[config.mk]
export PLATFORM = sky130hd
export DESIGN_NAME = fetch_queue
export DESIGN_NICKNAME = d
export VERILOG_FILES = /design/src/rtl/fetch_queue.sv
export SDC_FILE = /design/constraint.sdc
export NUM_CORES = 1
export LEC_CHECK = 0
export BUFFER_PORTS_ARGS = -buffer_cell sky130_fd_sc_hd__buf_2
export CAP_MARGIN = 40
export CORE_MARGIN = 10
export CORE_UTILIZATION = 50
export CTS_BUF_LIST = sky130_fd_sc_hd__clkbuf_4 sky130_fd_sc_hd__clkbuf_8
export CTS_CLUSTER_DIAMETER = 150
export CTS_CLUSTER_SIZE = 10
export DETAILED_ROUTE_END_ITERATION = 8
export PLACE_DENSITY = 0.79
export SYNTH_ARGS = -nofsm -noshare
export SYNTH_HDL_FRONTEND = slang
export SYNTH_SLANG_ARGS = --single-unit
[constraint.sdc]
create_clock -name clk_i -period 5.2 [get_ports clk_i]
set_input_delay 1.04 -clock clk_i [delete_from_list [all_inputs] [get_ports clk_i]]
set_output_delay 1.04 -clock clk_i [all_outputs]
set_load 0.005 [all_outputs]
[src/rtl/fetch_queue.sv]
// Purpose: fetch-entry FIFO between the I$ fetch path and ID; squashed by flush, sealed by a faulting fetch.
// Latency: an accepted entry is presented to ID on the following cycle; output is purely registered.
// Backpressure: in_ready_o depends only on registered state (not full, no pending fault); ack while full does not admit a push.
package fetch_queue_pkg;

    typedef struct packed {
        logic       valid;
        logic [3:0] cause;
    } ex_t;

    typedef struct packed {
        logic valid;
        logic taken;
    } branch_predict_t;

    typedef struct packed {
        logic [31:0]     address;
        logic [31:0]     instruction;
        branch_predict_t branch_predict;
        ex_t             ex;
    } fetch_entry_t;

endpackage

module fetch_queue
    import fetch_queue_pkg::*;
#(
    parameter int unsigned DEPTH = 4
) (
    input  logic                     clk_i,
    input  logic                     rst_ni,
    input  logic                     flush_i,
    input  logic                     in_valid_i,
    input  fetch_entry_t             in_entry_i,
    output logic                     in_ready_o,
    output fetch_entry_t             fetch_entry_o,
    output logic                     fetch_entry_valid_o,
    input  logic                     fetch_ack_i,
    output logic [$clog2(DEPTH):0]   usage_o
);

    localparam int unsigned PW = $clog2(DEPTH);
    localparam logic [PW:0] FULL = (PW+1)'(DEPTH);

    fetch_entry_t    mem [DEPTH];
    logic [PW-1:0]   rptr_q;
    logic [PW-1:0]   wptr_q;
    logic [PW:0]     count_q;
    logic            ex_stall_q;
    logic            push;
    logic            pop;

    // Ready is taken from registered state only, so a pop cannot open a full queue in the same cycle.
    assign in_ready_o          = (count_q != FULL) && !ex_stall_q;
    assign fetch_entry_valid_o = (count_q != '0);
    assign fetch_entry_o       = mem[rptr_q];
    assign usage_o             = count_q;

    // Flush overrides both handshakes: nothing is stored or consumed in a flush cycle.
    assign push = in_valid_i && in_ready_o && !flush_i;
    assign pop  = fetch_ack_i && fetch_entry_valid_o && !flush_i;

    // Entry storage; contents need no reset because valid is derived from the count.
    always_ff @(posedge clk_i) begin
        if (push) begin
            mem[wptr_q] <= in_entry_i;
        end
    end

    // Pointers, occupancy and the fault seal.
    always_ff @(posedge clk_i or negedge rst_ni) begin
        if (!rst_ni) begin
            rptr_q     <= '0;
            wptr_q     <= '0;
            count_q    <= '0;
            ex_stall_q <= 1'b0;
        end else if (flush_i) begin
            rptr_q     <= '0;
            wptr_q     <= '0;
            count_q    <= '0;
            ex_stall_q <= 1'b0;
        end else begin
            if (push) begin
                wptr_q <= wptr_q + PW'(1);
            end
            if (pop) begin
                rptr_q <= rptr_q + PW'(1);
            end
            case ({push, pop})
                2'b10:   count_q <= count_q + (PW+1)'(1);
                2'b01:   count_q <= count_q - (PW+1)'(1);
                default: count_q <= count_q;
            endcase
            // A faulting fetch blocks everything younger until the pipeline is flushed.
            if (push && in_entry_i.ex.valid) begin
                ex_stall_q <= 1'b1;
            end
        end
    end

endmodule

# --- Word-level counts from Yosys, hierarchy flattened ---
# Memories as Yosys holds them, arrays and structs flattened.
# Cells that the tools add are included.
classes:
  mux: 10
  addsub: 4
  reduce_logical: 13
  eq_ne: 3
op_table:
  columns: ["cell", "count"]
  rows:
  - ["$mux 2", 4]
  - ["$logic_and 1x1->1", 6]
  - ["$pmux 3 s2", 1]
  - ["$reduce_bool 2->1", 3]
  - ["$reduce_bool 3->1", 2]
  - ["$add 2x1->2 const B", 2]
  - ["$mux 1", 4]
  - ["$add 3x1->3 const B", 1]
  - ["$mux 3", 1]
  - ["$ne 3x3->1 const B", 1]
  - ["$sub 3x1->3 const B", 1]
  - ["$eq 2x1->1 const B", 1]
  - ["$eq 2x2->1 const B", 1]
  - ["$logic_not 1->1", 2]
word_totals:
  memories: 1
  inputBits: 76
  ram_bits: 284
  output_inout_bits: 76
  wordCells: 35
  ff_bits: 8
mem_list:
  columns: ["memory", "words", "word_bits", "rd", "rd_ports_with_merged_regs", "write_ports", "line", "source"]
  rows:
  - ["mem", 4, 71, 1, 0, 1, "45", "fetch_entry_t mem [DEPTH];"]

# --- Longest topological paths before layout ---
# Gate-level depths: netlist of the first run.
logic_depth:
  depth_word: 7
  mapped_depth: 7

# --- Worst setup path after synthesis of the first run ---
# Ideal clock, no wire load.
synth_path:
  kind: "in2reg"
  startpoint: "input in_valid_i"
  endpoint: "memory mem[0][0] (netlist bit), enable pin"
  arrival_time_ns: 3.311
  path_stages: 3
  setup_ns: 0.437
  required_ns: 4.763
  path_slack_ns: 1.452
  cell_sequence: "or2b_2 nor3_1 and2_1"
synth_between:
  elab_chain_len: 4
synth_lines:
  columns: ["item", "line", "source"]
  rows:
  - ["start: declaration", "33", "input logic in_valid_i,"]
  - ["$logic_and 1x1->1 (2 in series)", "60", "assign push = in_valid_i && in_ready_o && !flush_i;"]
  - ["$mux 1", "65", "if (push) begin"]
  - ["$mux 1 (not written as such)", "66", "mem[wptr_q] <= in_entry_i;"]
  - ["end: declaration", "45", null]
# No other way between the ends.

==> flow_summary.toml, run 1 <==
[final_layout]
area_growth_syn_to_layout_pct = 16.6
fin_nets = 685
drive_gt1_share_pct = 46.7
final_cell_mix = "284 x edfxtp_1, 151 x buf_2, 71 x mux4_2"
final_common_cell = "edfxtp_1"
fillers = 1496

[placement]
place.gp.congestion = 0.721
hpwl_mm = 13.3
port_buffers = 151

[cts]
post-cts-setup-buffers = 0
cts_buffers = 35
insertion_delay_ps = 520
cts.sinks = 292
hold_buffers = 0
clkTransAtPathRegs_ps = 70
clockBufferDepth = 3
root_buffer = "clkbuf_8"
ctsResizeCount = 0
cts_tree = "done"
ctsHtreeMaxLevel = 2

[synth]
synth_area_leader_cell = "edfxtp_1"
synth_top_area_share_pct = 79.3
synth_seq_cells = 292
ys_seq_area_share_pct = 81.2
synth_mux_area_share_pct = 15.3
synth.distinct_cells = 30
netlist_instances = 426
yosys.area_share.simple_pct = 1.61
synth-xor-area-share_pct = 0.326
synthAdderAreaFrac_pct = 0.652
ys_warn_count = 0
synth_nets = 507
synth_top_family_by_area = "multiplexers"
syn_area_per_cell_um2 = 25.2
synthTopCellsByArea = "edfxtp_1 79%, mux4_2 15%, dfrtp_1 1.9%"
synth-compound-area-share_pct = 0.221
synth_area_mm2 = 0.0108

[detailed_routing]
final_antenna_net_count = 0
num_vias = 4888
wire_per_inst_um = 23.2
first_pass_iters = 4
vias_per_cell = 5.50
drc = 0
drtIter0Drc = 281
routed_wl_mm = 20.6

[worst_setup_path]
cpMaxStageDelayCell = "dfrtp_4"
crit_arrival_ps = 2510
critPathKind = "reg -> out"
cpPeakStageDelay_ps = 650
path_cells = "buf_16, buf_12, mux4_2, buf_2"
setup.worst_path.end_class = "output pin"
cp.buffers_inverters = 3
cpLargestDelayFamily = "buffers and inverters"
worst-path-max-fanout = 31
crit_required_ps = 4160
cp-start-kind = "register"

[pwr]
p_per_area_mw_per_mm2 = 433
total_power_mw = 5.43
power.leakage_nw = 4.17
ir_drop_v = 0.000277

[floorplanning]
initial_utilization_pct = 51.0
core_area_mm2 = 0.0211
die_h_um = 167
row_count = 53
die_area_mm2 = 0.0278
die_w_um = 167
io_pins = 152

[hold_path]
hp-class = "in -> async"

[sta]
fmax_mhz = 282
holdWs_ps = 352
hold_viol = 0
min_period_ps = 3550
fin_skew_ps = 15.3
worst_pin_slew_ps = 553
tns_ps = 0
final_max_slew_viol_count = 0
rsz0062_at_grt = "false"
fin_crit_sh_pct = 68.2
slew_headroom_pct = 63.1
setup_viol = 0

[global_routing]
antenna_found_initial = 5
grt_max_degree = 58
overflow = 0
grt_usage_pct = 14.7
grt_pass1_vias = 5479
grt_pass1_wl_mm = 31.9

[flow_run]
drv_cap = 0

[status]
status = "complete, no violations"
[cells by family (layout without fill, tap and decap cells)]
group	Yosys count	after routing
AO/OA/AOI/OAI	3	3
XOR/XNOR	4	4
adder cells (fa/ha/maj)	5	5
buffers and inverters	19	203
flip-flops	292	292
multiplexers	75	75
other	0	3
AND/OR/NAND/NOR	28	28
[worst register-to-register path: stages (launching register included)]
cell,delay [ps]
dfrtp_1,390
or2b_2,350
nor3_1,350
and2_4,570
buf_12,320
[where the power goes]
part           internal, mW  switching, mW  total (mW)
logic                 0.655          0.549        1.20
registers              2.74         0.0954        2.84
clock network         0.676          0.711        1.39
[state kept, by name (all words and copies together) (netlist names)]
signal / cells
rptr_q: 2
usage_o: 3
ex_stall_q: 1
wptr_q: 2
mem: 284
[cell type report]
class	count	area [um^2]	area share (%)
clock inverters	1	8.76	0.0699
diodes	3	7.51	0.0599
clock buffers	42	547	4.36
repair buffers	158	933	7.45
multi-input cells	115	1950	15.6
flip-flops and latches	292	8740	69.7
inverters	2	7.51	0.0599
well taps	275	344	2.74
[through the flow]
stage,cells,setup slack [ps],instance area (um^2),utilization (%)
4_1_cts,885,1580,12500,59.4
3_5_place_dp,842,2110,12000,56.8
2_1_floorplan,426,1450,10800,-
3_3_place_gp,836,2020,11800,56.0
6_report,888,1650,12500,59.4
5_1_grt,888,1470,12500,59.4
[layer usage]
metal,vias up,global-route usage (%),share of wire (%)
met2,167,24.8,53
met5,-,0,0.13
met1,2536,17.7,39
li1,2154,-,-
met3,27,4.50,6.7
met4,4,5.31,1.5
[cell usage after synthesis (all sizes together)]
master and n:
o21ai 1, or4 1, or3 1, nand2b 2, o31a 1, nor3b 2, nor3 2, mux2i 3
nand2 1, mux2 1, fa 1, xnor2 3, ha 4, and2 4, nand3 2, inv 2
dfrtp 8, xor2 1, nor2 10, buf 11, a21oi 1, clkbuf 6, and3b 1, nor2b 1
or2b 1, edfxtp 284, mux4 71
[path summary, 6_finish.rpt]
kind	slack (ps)	start	depth (start not counted)	to
setup / recovery	1650	rptr_q[0]$_DFFE_PN0P_	4	fetch_entry_o[15]
hold / removal	350	rst_ni	1	usage_o[0]$_DFFE_PN0P_
setup reg to reg	2840	ex_stall_q$_DFFE_PN0P_	4	mem[2][12]$_DFFE_PP_
hold reg to reg	560	ex_stall_q$_DFFE_PN0P_	2	ex_stall_q$_DFFE_PN0P_
max in group asynchronous	4650	rst_ni	1	rptr_q[1]$_DFFE_PN0P_
min in group clk_i	560	ex_stall_q$_DFFE_PN0P_	2	ex_stall_q$_DFFE_PN0P_
Power figures use the tool's default switching activity.
==> run 2: changes to the inputs <==
==> constraint.sdc (replaced) <==
create_clock -name clk_i -period 3.3 [get_ports clk_i]
set_input_delay 0.66 -clock clk_i [delete_from_list [all_inputs] [get_ports clk_i]]
set_output_delay 0.66 -clock clk_i [all_outputs]
set_load 0.005 [all_outputs]
==> flow_summary.toml, run 2 (same netlist as run 1, synthesis figures left out) <==
[floorplanning]
die_w_um = 167
io_pins = 152
core_area_mm2 = 0.0211
die_h_um = 167
die_area_mm2 = 0.0278
row_count = 53
initial_utilization_pct = 51.0

[sta]
rsz0062_at_grt = "false"
hold_viol = 0
fmax_mhz = 331
worst_pin_slew_ps = 555
fin_crit_sh_pct = 91.4
fin_skew_ps = 37.5
slew_headroom_pct = 63.0
setup_viol = 0
final_max_slew_viol_count = 0
min_period_ps = 3020
tns_ps = 0

[flow_run]
drv_cap = 0

[final_layout]
regArea_mm2 = 0.00874
fillers = 1471
final_cell_area_mm2 = 0.0126
top_register = "mem"
multi_input_area_mm2 = 0.00195
fin_util_pct = 59.6
area_growth_syn_to_layout_pct = 16.9
final_cell_mix = "284 x edfxtp_1, 151 x buf_2, 71 x mux4_2"
largest_reg_flops = 284
drive_gt1_share_pct = 47.5
fin_nets = 691
final_common_cell = "edfxtp_1"

[cts]
insertion_delay_ps = 520
root_buffer = "clkbuf_8"
cts_tree = "done"
cts.sinks = 292
hold_buffers = 1
clockBufferDepth = 3
cts_buffers = 35
ctsHtreeMaxLevel = 2
post-cts-setup-buffers = 0
ctsResizeCount = 0
clkTransAtPathRegs_ps = 70

[worst_setup_path]
cpPeakStageDelay_ps = 780
crit_arrival_ps = 2360
setup.worst_path.end_class = "output pin"
cp-start-kind = "register"
path_cells = "buf_12, mux4_2, buf_2"
crit_required_ps = 2640
cpLargestDelayFamily = "flip-flops"
cp.buffers_inverters = 2
cpMaxStageDelayCell = "dfrtp_4"
worst-path-max-fanout = 29
critPathKind = "reg -> out"

[detailed_routing]
wire_per_inst_um = 23.0
drc = 0
first_pass_iters = 4
num_vias = 4932
drtIter0Drc = 316
vias_per_cell = 5.49
routed_wl_mm = 20.7
final_antenna_net_count = 0

[hold_path]
hp-class = "in -> reg"

[placement]
port_buffers = 151
placed_cell_area_mm2 = 0.0120
place.gp.congestion = 0.741
hpwl_mm = 13.4

[pwr]
p_per_area_mw_per_mm2 = 684
power.leakage_nw = 4.19
ir_drop_v = 0.000428

[status]
status = "complete, no violations"

[global_routing]
overflow = 0
grt_max_degree = 40
antenna_found_initial = 3
grt_pass1_vias = 5592
grt_pass1_wl_mm = 32.4
grt_usage_pct = 14.8
## run 2: changes by cell type in the layout (fill, tap and decap cells not counted), sizes merged
cell,previous run,this run
buf,158,163
dlygate4sd3,0,1
clkbuf,42,46
clkinvlp,0,1
## run 2: metal layers
| layer | global-route usage [%] | wire length, um | part of all wire, % |
|---|---|---|---|
| met1 | 17.8 | 8100 | 39 |
| met2 | 25.3 | 10700 | 52 |
| met3 | 4.33 | 1460 | 7.0 |
| met4 | 4.73 | 483 | 2.3 |
| met5 | 0 | 0 | 0 |
## run 2: path summary, 6_finish.rpt
path,cells after the start,from,slack (ps),to
setup / recovery,3,rptr_q[0]$_DFFE_PN0P_,280,fetch_entry_o[70]
hold / removal,1,in_entry_i[9],350,mem[1][9]$_DFFE_PP_
setup reg to reg,4,ex_stall_q$_DFFE_PN0P_,1040,mem[1][34]$_DFFE_PP_
hold reg to reg,2,ex_stall_q$_DFFE_PN0P_,540,ex_stall_q$_DFFE_PN0P_
max in group asynchronous,2,rst_ni,2560,rptr_q[0]$_DFFE_PN0P_
min in group asynchronous,2,rst_ni,530,rptr_q[1]$_DFFE_PN0P_
## run 2: power breakdown
part / leakage [nW] / internal [mW] / switching, mW
sequential: 2.68 / 4.32 / 0.201
clock: 0.307 / 1.10 / 1.14
combinational: 1.21 / 1.03 / 0.811
total: 4.19 / 6.44 / 2.15
## run 2: layout make-up
type / count / area share, %
Inverter: 2 / 0.0597
Antenna cell: 3 / 0.0597
Timing Repair Buffer: 164 / 7.50
Tap cell: 275 / 2.74
Sequential cell: 292 / 69.5
Clock inverter: 2 / 0.129
Multi-Input combinational cell: 115 / 15.5
Clock buffer: 46 / 4.49
## run 2: stage by stage
stage                     hold WS (ps)  std cells  power (mW)  setup WS [ps]
after floorplan                    364        426        5.67            704
after global placement             500        847        6.44            755
after detailed placement           515        847        6.50            671
after CTS                          312        896        8.74            194
after global routing               334        897        9.02            117
final                              345        899        8.60            283
